--- src/rtl/freq_div_pkg.sv ---
// Shared types and constants for the multi-channel programmable frequency divider.
package freq_div_pkg;

  typedef enum logic {
    S_IDLE = 1'b0,
    S_RUN  = 1'b1
  } state_t;

  localparam int unsigned MIN_RATIO = 2;
  localparam int unsigned DEF_N_CH  = 4;
  localparam int unsigned DEF_CNT_W = 32;

  // Low bit of channel k inside a bus packed as N_CH fields of width w.
  function automatic int unsigned ch_lo(input int unsigned k, input int unsigned w);
    return k * w;
  endfunction

endpackage

--- src/rtl/freq_div_channel.sv ---
// One divider channel: IDLE/RUN FSM, period counter, double-buffered ratio/high
// registers and registered salida/tick/active outputs.
module freq_div_channel
  import freq_div_pkg::*;
#(
  parameter int unsigned CNT_W = DEF_CNT_W
) (
  input  logic             i_clk,
  input  logic             i_rst,
  input  logic [CNT_W-1:0] i_ratio,
  input  logic [CNT_W-1:0] i_high,
  input  logic             i_load,
  input  logic             i_en,
  input  logic             i_sync,
  output logic             o_salida,
  output logic             o_tick,
  output logic             o_active
);

  state_t           r_state,      w_state_nx;
  logic [CNT_W-1:0] r_cnt,        w_cnt_nx;
  logic [CNT_W-1:0] r_ratio_q,    w_ratio_nx;
  logic [CNT_W-1:0] r_high_q,     w_high_nx;
  logic [CNT_W-1:0] r_pend_ratio, w_pend_ratio_nx;
  logic [CNT_W-1:0] r_pend_high,  w_pend_high_nx;
  logic             r_pend_valid, w_pend_valid_nx;
  logic             r_salida,     w_salida_nx;
  logic             r_tick,       w_tick_nx;
  logic             w_wrap;

  assign w_wrap = (r_cnt == r_ratio_q - CNT_W'(1));

  always_comb begin
    w_state_nx      = r_state;
    w_cnt_nx        = r_cnt;
    w_ratio_nx      = r_ratio_q;
    w_high_nx       = r_high_q;
    w_pend_ratio_nx = r_pend_ratio;
    w_pend_high_nx  = r_pend_high;
    w_pend_valid_nx = r_pend_valid;

    case (r_state)
      S_IDLE: begin
        w_cnt_nx = '0;
        if (i_load) begin
          w_ratio_nx = i_ratio;
          w_high_nx  = i_high;
        end
        if (i_en && (w_ratio_nx >= CNT_W'(MIN_RATIO))) begin
          w_state_nx = S_RUN;
        end
      end
      S_RUN: begin
        if (!i_en) begin
          w_state_nx = S_IDLE;
          w_cnt_nx   = '0;
          if (i_load) begin
            w_pend_ratio_nx = i_ratio;
            w_pend_high_nx  = i_high;
            w_pend_valid_nx = 1'b1;
          end
        end else if (i_sync || w_wrap) begin
          // A load landing on the boundary edge supersedes any older shadow value.
          w_cnt_nx = '0;
          if (i_load) begin
            w_ratio_nx      = i_ratio;
            w_high_nx       = i_high;
            w_pend_valid_nx = 1'b0;
          end else if (r_pend_valid) begin
            w_ratio_nx      = r_pend_ratio;
            w_high_nx       = r_pend_high;
            w_pend_valid_nx = 1'b0;
          end
          if (w_ratio_nx < CNT_W'(MIN_RATIO)) begin
            w_state_nx = S_IDLE;
          end
        end else begin
          w_cnt_nx = r_cnt + CNT_W'(1);
          if (i_load) begin
            w_pend_ratio_nx = i_ratio;
            w_pend_high_nx  = i_high;
            w_pend_valid_nx = 1'b1;
          end
        end
      end
      default: begin
        w_state_nx = S_IDLE;
        w_cnt_nx   = '0;
      end
    endcase

    w_salida_nx = (w_state_nx == S_RUN) && (w_cnt_nx < w_high_nx);
    w_tick_nx   = (w_state_nx == S_RUN) && (w_cnt_nx == w_ratio_nx - CNT_W'(1));
  end

  always_ff @(posedge i_clk or posedge i_rst) begin
    if (i_rst) begin
      r_state      <= S_IDLE;
      r_cnt        <= '0;
      r_ratio_q    <= '0;
      r_high_q     <= '0;
      r_pend_ratio <= '0;
      r_pend_high  <= '0;
      r_pend_valid <= 1'b0;
      r_salida     <= 1'b0;
      r_tick       <= 1'b0;
    end else begin
      r_state      <= w_state_nx;
      r_cnt        <= w_cnt_nx;
      r_ratio_q    <= w_ratio_nx;
      r_high_q     <= w_high_nx;
      r_pend_ratio <= w_pend_ratio_nx;
      r_pend_high  <= w_pend_high_nx;
      r_pend_valid <= w_pend_valid_nx;
      r_salida     <= w_salida_nx;
      r_tick       <= w_tick_nx;
    end
  end

  assign o_salida = r_salida;
  assign o_tick   = r_tick;
  assign o_active = (r_state == S_RUN);

endmodule

--- src/rtl/freq_divider_multi.sv ---
// N_CH independent programmable dividers off one clock, sharing a global sync.
module freq_divider_multi
  import freq_div_pkg::*;
#(
  parameter int unsigned N_CH  = DEF_N_CH,
  parameter int unsigned CNT_W = DEF_CNT_W
) (
  input  logic                  entrada,
  input  logic                  reset,
  input  logic [N_CH*CNT_W-1:0] ratio_in,
  input  logic [N_CH*CNT_W-1:0] high_in,
  input  logic [N_CH-1:0]       load,
  input  logic [N_CH-1:0]       en,
  input  logic                  sync,
  output logic [N_CH-1:0]       salida,
  output logic [N_CH-1:0]       tick,
  output logic [N_CH-1:0]       active
);

  for (genvar k = 0; k < N_CH; k++) begin : g_ch
    freq_div_channel #(
      .CNT_W(CNT_W)
    ) u_ch (
      .i_clk    (entrada),
      .i_rst    (reset),
      .i_ratio  (ratio_in[ch_lo(k, CNT_W) +: CNT_W]),
      .i_high   (high_in[ch_lo(k, CNT_W) +: CNT_W]),
      .i_load   (load[k]),
      .i_en     (en[k]),
      .i_sync   (sync),
      .o_salida (salida[k]),
      .o_tick   (tick[k]),
      .o_active (active[k])
    );
  end

endmodule

--- config.mk ---
export PLATFORM = sky130hd
export DESIGN_NAME = freq_divider_multi
export DESIGN_NICKNAME = d
export VERILOG_FILES = /design/src/rtl/freq_div_pkg.sv /design/src/rtl/freq_div_channel.sv /design/src/rtl/freq_divider_multi.sv
export SDC_FILE = /design/constraint.sdc
export NUM_CORES = 2
export LEC_CHECK = 0
export CORE_UTILIZATION = 25
export DETAILED_ROUTE_END_ITERATION = 12
export PLACE_DENSITY = 0.44
export SLEW_MARGIN = 20
export SYNTH_ARGS = -nofsm -noshare
export SYNTH_HDL_FRONTEND = slang
export SYNTH_SLANG_ARGS = --single-unit
--- constraint.sdc ---
create_clock -name entrada -period 49.8 [get_ports entrada]
set_input_delay 9.96 -clock entrada [delete_from_list [all_inputs] [get_ports entrada]]
set_output_delay 9.96 -clock entrada [all_outputs]
set_load 0.02 [all_outputs]
; Word-level counts from Yosys, hierarchy flattened
; Index checks and enable logic that the tools add are counted.
[totals]
ff_bits = 656
latch_bits = 0
ram_bits = 0
romBits = 0
input_bits = 267
output_inout_bits = 12
wordCells = 228
memories = 0
[op_classes]
n_addsub = 12
multipliers = 0
div_mod_pow = 0
order_cmp = 12
eq_ne = 12
n_shift = 0
mux = 132
n_bitwise = 4
reduce_logical = 20
[ops]
columns = cell, n
row1 = $mux 32, 88
row2 = $pmux 32 s2, 12
row3 = $eq 32x32->1, 8
row4 = $sub 32x1->32 const B, 8
row5 = $add 32x1->32 const B, 4
row6 = $ge 32x2->1 const B, 4
row7 = $lt 32x2->1 const B, 4
row8 = $lt 32x32->1, 4
row9 = $mux 1, 28
row10 = $logic_and 1x1->1, 12
row11 = $ne 2x2->1 const B, 4
row12 = $pmux 1 s2, 4
row13 = $reduce_and 2->1, 4
row14 = $logic_or 1x1->1, 4
row15 = $not 1->1, 4

; Longest topological paths before layout
[depth]
word_depth = 12
depth_mapped = 30
mapped_depth_nobuf = 27

; Modules after synthesis
; From an unflattened synthesis, not the netlist that was laid out.
[hier_totals]
cells_unflattened = 5786
hier_area_um2 = 50323.3
[modules_own_cells]
columns = module, instances, cells_each, area_each_um2, seq_area_each_um2
row1 = freq_div_channel at g_ch[3].u_ch, 1, 1456, 12667.1, 4103.9
row2 = freq_div_channel at g_ch[2].u_ch, 1, 1456, 12645.9, 4103.9
row3 = freq_div_channel at g_ch[0].u_ch, 1, 1419, 12520.8, 4103.9
row4 = freq_div_channel at g_ch[1].u_ch, 1, 1455, 12489.5, 4103.9

; Worst setup path before layout
; OpenSTA, ideal clock, no wires.
[synth_timing]
path_type = input port to flip-flop
startpoint = input port load[1]
endpoint = register g_ch[1].u_ch.r_tick
setup_time_ns = 0.122
t_arrival_ns = 14.583
t_required_ns = 49.678
setup_slack_ns = 35.096
stages = 18
path_buffers = 4
path_cell_list = buf_1 -> buf_1 -> clkbuf_1 -> clkbuf_1 -> o21ai_0 -> o221ai_1 -> ha_1 -> nand3_1 -> nor3_1 -> nor3_1 -> nor3_1 -> nand4_2 -> xor2_1 -> or3_1 -> a31o_2 -> a2111oi_1 -> o2111ai_1 -> a2111oi_1
[synth_between]
elab_chain_len = 10
word_cells_on_any_way = 20
cone_classes = 1 x add/sub / 2 x order compare / 1 x eq/ne / 14 x mux / 2 x reduce/logical
[synth_lines]
columns = element, line_no
row1 = start: declaration, freq_divider_multi.sv:12  ; input logic [N_CH-1:0] load,
row2 = $mux 32, freq_div_channel.sv:65  ; if (i_load) begin
row3 = $mux 32, freq_div_channel.sv:62  ; end else if (i_sync || w_wrap) begin
row4 = $mux 32, freq_div_channel.sv:54  ; if (!i_en) begin
row5 = $mux 32, freq_div_channel.sv:42  ; case (r_state)
row6 = $mux 32 or $lt 32x2->1 (tied branches), "freq_div_channel.sv:62, freq_div_channel.sv:74"
row7 = $mux 32 or $mux 1 (tied branches), "freq_div_channel.sv:54, freq_div_channel.sv:74"
row8 = $pmux 32 s2 or $mux 1 (tied branches), "freq_div_channel.sv:42, freq_div_channel.sv:62"
row9 = $sub 32x1->32 or $mux 1 (tied branches), "freq_div_channel.sv:93, freq_div_channel.sv:54"
row10 = $eq 32x32->1 or $pmux 1 s2 (tied branches), "freq_div_channel.sv:93, freq_div_channel.sv:42"
row11 = $logic_and 1x1->1 (*), freq_div_channel.sv:93  ; w_tick_nx = (w_state_nx == S_RUN) && (w_cnt_nx == w_ratio_nx - CNT_W'(1));
row12 = via g_ch[1].u_ch.w_tick_nx, freq_div_channel.sv:28  ; logic r_tick, w_tick_nx;
row13 = end signal: assignment, freq_div_channel.sv:116  ; r_tick <= w_tick_nx;
row14 = end: declaration, freq_div_channel.sv:28
; Mark *: on every way through the listed nets, which the timed path passes. The rest lies on a longest branch. The select of a mux whose other input is x is not followed.
; A chain may end at the register's enable or synchronous reset.

; Worst setup path in the final report
[layout_timing]
startpoint = input port sync
endpoint = register g_ch[1].u_ch.r_tick
[layout_between]
elab_chain_len = 7
word_cells_on_any_way = 13
cone_classes = 1 x add/sub / 1 x eq/ne / 9 x mux / 2 x reduce/logical
[layout_lines]
columns = element, line_no
row1 = start: declaration, freq_divider_multi.sv:14  ; input logic sync,
row2 = $logic_or 1x1->1 (*), freq_div_channel.sv:62
row3 = $mux 32, freq_div_channel.sv:62
row4 = $mux 32, freq_div_channel.sv:54
row5 = $pmux 32 s2, freq_div_channel.sv:42
row6 = $sub 32x1->32, freq_div_channel.sv:93
row7 = $eq 32x32->1, freq_div_channel.sv:93
row8 = $logic_and 1x1->1 (*), freq_div_channel.sv:93
row9 = via g_ch[1].u_ch.w_tick_nx, freq_div_channel.sv:28
; Mark *: on every way through the listed nets, which the timed path passes. The rest lies on a longest branch.

==> impl_metrics.yaml <==
synthesis:
  yosys.area_share.simple_pct: 19.5
  synth_fa_ha_area_share_pct: 3.57
  synth-seq-cells: 656
  synthCells: 5386
  synth_xor_area_share_pct: 7.49
  netlist_area_um2: 47700
  synth_edf_count: 0
  synth_ff_type: "dfrtp_1"
  muxShareOfSynthArea_pct: 12.6
  yosysSeqAreaShare_pct: 34.4
  ys.warnings.count: 0
  syn_avg_cell_area_um2: 8.86
  synthArstFlopShare_pct: 100
  ys_types: 107
  synth_top_family_by_area: "simple AND/OR/NAND/NOR gates"
  syn_nets: 5789
  synth_compound_area_share_pct: 17.2
clock_network:
  cts_buffers: 88
  clockBufferDepth: 3
  clockRootBuffer: "clkbuf_16"
  cts_tree: "yes"
  postCtsSetupBuffers: 0
  insertion_delay_ps: 710
  clock_sinks: 656
  htree_levels: 3
  ctsResizeCount: 0
  hold_buffers: 0
  cts.clk_slew.worst_paths_ps: 60
pwr:
  power_density_nw_per_um2: 32.9
  ir_drop_uv: 20.7
  p_int_mw: 1.21
  clockPowerShare_pct: 36.8
  p_sw_share_pct: 34.2
  p_sw_mw: 0.631
  pwr-share-comb_pct: 25.6
  power_leakage_nw: 23.1
  seqPwrFrac_pct: 37.6
  power_mw: 1.84
sta:
  relSlewSlack_pct: 23.9
  rsz0062_at_grt: "no"
  fmax_mhz: 64.7
  finalHoldViolations: 0
  fin_crit_ps: 15460
  finalSetupTns_ps: 0
  setup_ws_ps: 34340
  slew_viol_final: 0
  setup-violations-final: 0
  fin_crit_sh_pct: 31.0
  skew_ps: 13.3
  worst_pin_slew_ps: 1140
global_routing:
  grt-ovfl-total: 0
  grt_pass1_wl_mm: 282
  grtUsageMet2_pct: 31.3
  antenna_found_initial: 28
  busiest_layer: "met2"
  first_global_vias: 41300
  grtUsageMet1_pct: 26.3
  grt_util_all_layers_pct: 19.3
  grtUsageMet3_pct: 2.64
  grt_max_degree: 91
drt:
  drt_iter0_markers: 3734
  drtPass1Iterations: 8
  vias: 42700
  post_drt_wl_per_cell_um: 23.6
  drt-total-wl_mm: 191
  route.detailed.drc: 0
  antenna_left: 0
  vias_per_cell: 5.29
finish:
  areaGrowthSynthToFinish_pct: 17.4
  drive_gt1_share_pct: 12.5
  fin_util_pct: 29.7
  num-fill-cells: 19900
  layout.nets: 5900
min_path:
  hold_path.class: "register to register"
worst_setup_path:
  cp_max_fo: 18
  arrival_ps: 16050
  crit_type: "input pin to register"
  cp-end-kind: "register"
  crit_required_ps: 50390
  critPathLaunchType: "input pin"
floorplanning:
  start_util_pct: 25.3
  rows: 159
  die_h_um: 439
  die_w_um: 439
  core_area_um2: 189000
  io_pins: 279
  die_area_um2: 193000
placed_design:
  post-place-ws_ps: 33550
  globalplace.congestion: 0.917
  hpwl_mm: 143
  portBuffers: 278
status:
  outcome: "completed"
run:
  maxCapViolCount: 0
cells in the mapped netlist, drive strengths merged (16+ instances only):
cell type,count,area share (%)
dfrtp,656,34
a31oi,38,0.51
nor4,118,1.9
o211ai,33,0.53
nand3b,22,0.35
clkbuf,268,2.1
a22oi,99,1.6
a22o,16,0.29
a211oi,54,0.85
and3,53,0.71
o21ai,234,2.5
o31ai,21,0.34
buf,74,0.82
ha,136,3.6
nand2b,82,1.1
or4,61,0.98
a2bb2oi,19,0.35
nor2b,46,0.60
a221oi,31,0.60
nor2,531,4.2
a221o,30,0.63
inv,294,2.3
xnor2,237,4.4
nor3,122,1.3
nand3,142,1.6
or3,39,0.51
o21a,39,0.61
a21boi,17,0.27
o22ai,89,1.2
nand2,334,2.6
mux2,356,8.4
or2,18,0.24
a21oi,220,2.3
nand4,118,1.6
xor2,171,3.1
mux2i,202,4.2
and2,42,0.55
a21o,93,1.5
o221ai,19,0.36
flip-flops by register name, indices dropped and copies added, names as in the netlist:
register	cells
g_ch.u_ch.r_high_q	128
g_ch.u_ch.r_cnt	128
g_ch.u_ch.r_pend_ratio	128
g_ch.u_ch.r_ratio_q	128
g_ch.u_ch.o_salida	4
g_ch.u_ch.o_tick	4
g_ch.u_ch.r_pend_high	128
g_ch.u_ch.o_active	4
g_ch.u_ch.r_pend_valid	4
critical path: stages:
cell and delay (ps):
clkdlybuf4s50_1 500, buf_4 330, inv_2 360, o21ai_1 700
nand4_1 180, o221ai_1 280, ha_1 370, nand3_1 100
nor3_1 160, nor3_1 110, nor3_1 680, nand4_2 330
xor2_1 250, or3_1 350, a31o_2 250, a2111oi_1 480
o2111ai_1 240, a2111oi_1 390
stage by stage:
step	hold slack, ps	instance area (um2)	std cells
after floorplan	462	47700	5386
after global placement	474	52900	7902
after detailed placement	479	52900	7902
after CTS	492	56000	8061
after global routing	501	56000	8066
final	484	56000	8067
final timing paths:
kind	endpoint	depth (start not counted)	slack, ps	start
min reg2reg	g_ch[0].u_ch.r_high_q[14]	1	480	g_ch[0].u_ch.r_high_q[14]
max	g_ch[1].u_ch.o_tick	18	34340	sync
min in group asynchronous	g_ch[1].u_ch.r_pend_ratio[11]	2	9770	reset
min	g_ch[0].u_ch.r_high_q[14]	1	480	g_ch[0].u_ch.r_high_q[14]
max reg2reg	g_ch[1].u_ch.o_tick	23	40980	g_ch[1].u_ch.r_ratio_q[0]
max in group asynchronous	g_ch[0].u_ch.r_cnt[4]	5	37190	reset
final cells by class:
cell class              count  area [um2]  share of cell area, %
multi-input cells        4093       28800                   51.5
flip-flops and latches    656       16400                   29.3
clock inverters            30         418                  0.746
diodes                      6        15.0                 0.0268
inverters                 295        1110                   1.99
repair buffers            363        3420                   6.11
clock buffers             129        2620                   4.68
well taps                2495        3120                   5.58
per-layer routing:
metal	wire length [um]	vias to the layer above
met2	88700	1304
met3	10300	280
met5	80	-
met4	5700	14
met1	85800	21200
li1	-	19900
power groups by stage:
stage | Clock [mW] | Combinational, mW | Sequential, mW
after floorplan | 0 | 0.353 | 0.645
after global placement | 0 | 0.465 | 0.698
after detailed placement | 0 | 0.468 | 0.700
after CTS | 0.700 | 0.471 | 0.691
after global routing | 0.717 | 0.515 | 0.703
final | 0.679 | 0.471 | 0.693
cell families (layout without fill, tap and decap cells):
group           Yosys count  in the layout
compound gates         1195           1195
xor+xnor                408            408
fa+ha+maj               136            136
buf+inv                 637            817
flops                   656            656
mux                     558            558
other cells               0              6
simple gates           1796           1796
cells in the final DEF, fill, tap and decap left out, types with 22 or more instances in the layout:
master	n
dfrtp_1	650
nor2_1	524
mux2_2	356
nand2_1	331
inv_1	292
clkdlybuf4s50_1	274
xnor2_1	237
o21ai_0	226
a21oi_1	217
mux2i_1	202
xor2_1	171
nand3_1	136
ha_1	136
nor3_1	118
nand4_1	117
nor4_1	104
a22oi_1	99
a21o_1	93
clkbuf_16	91
o22ai_1	89
buf_4	87
nand2b_1	82
or4_1	58
a211oi_1	54
and3_1	52
nor2b_1	46
and2_1	40
or3_1	39
o21a_1	39
a31oi_1	36
o211ai_1	32
a221o_1	30
a221oi_1	29
nand3b_1	22
Power figures use the tool's default switching activity.
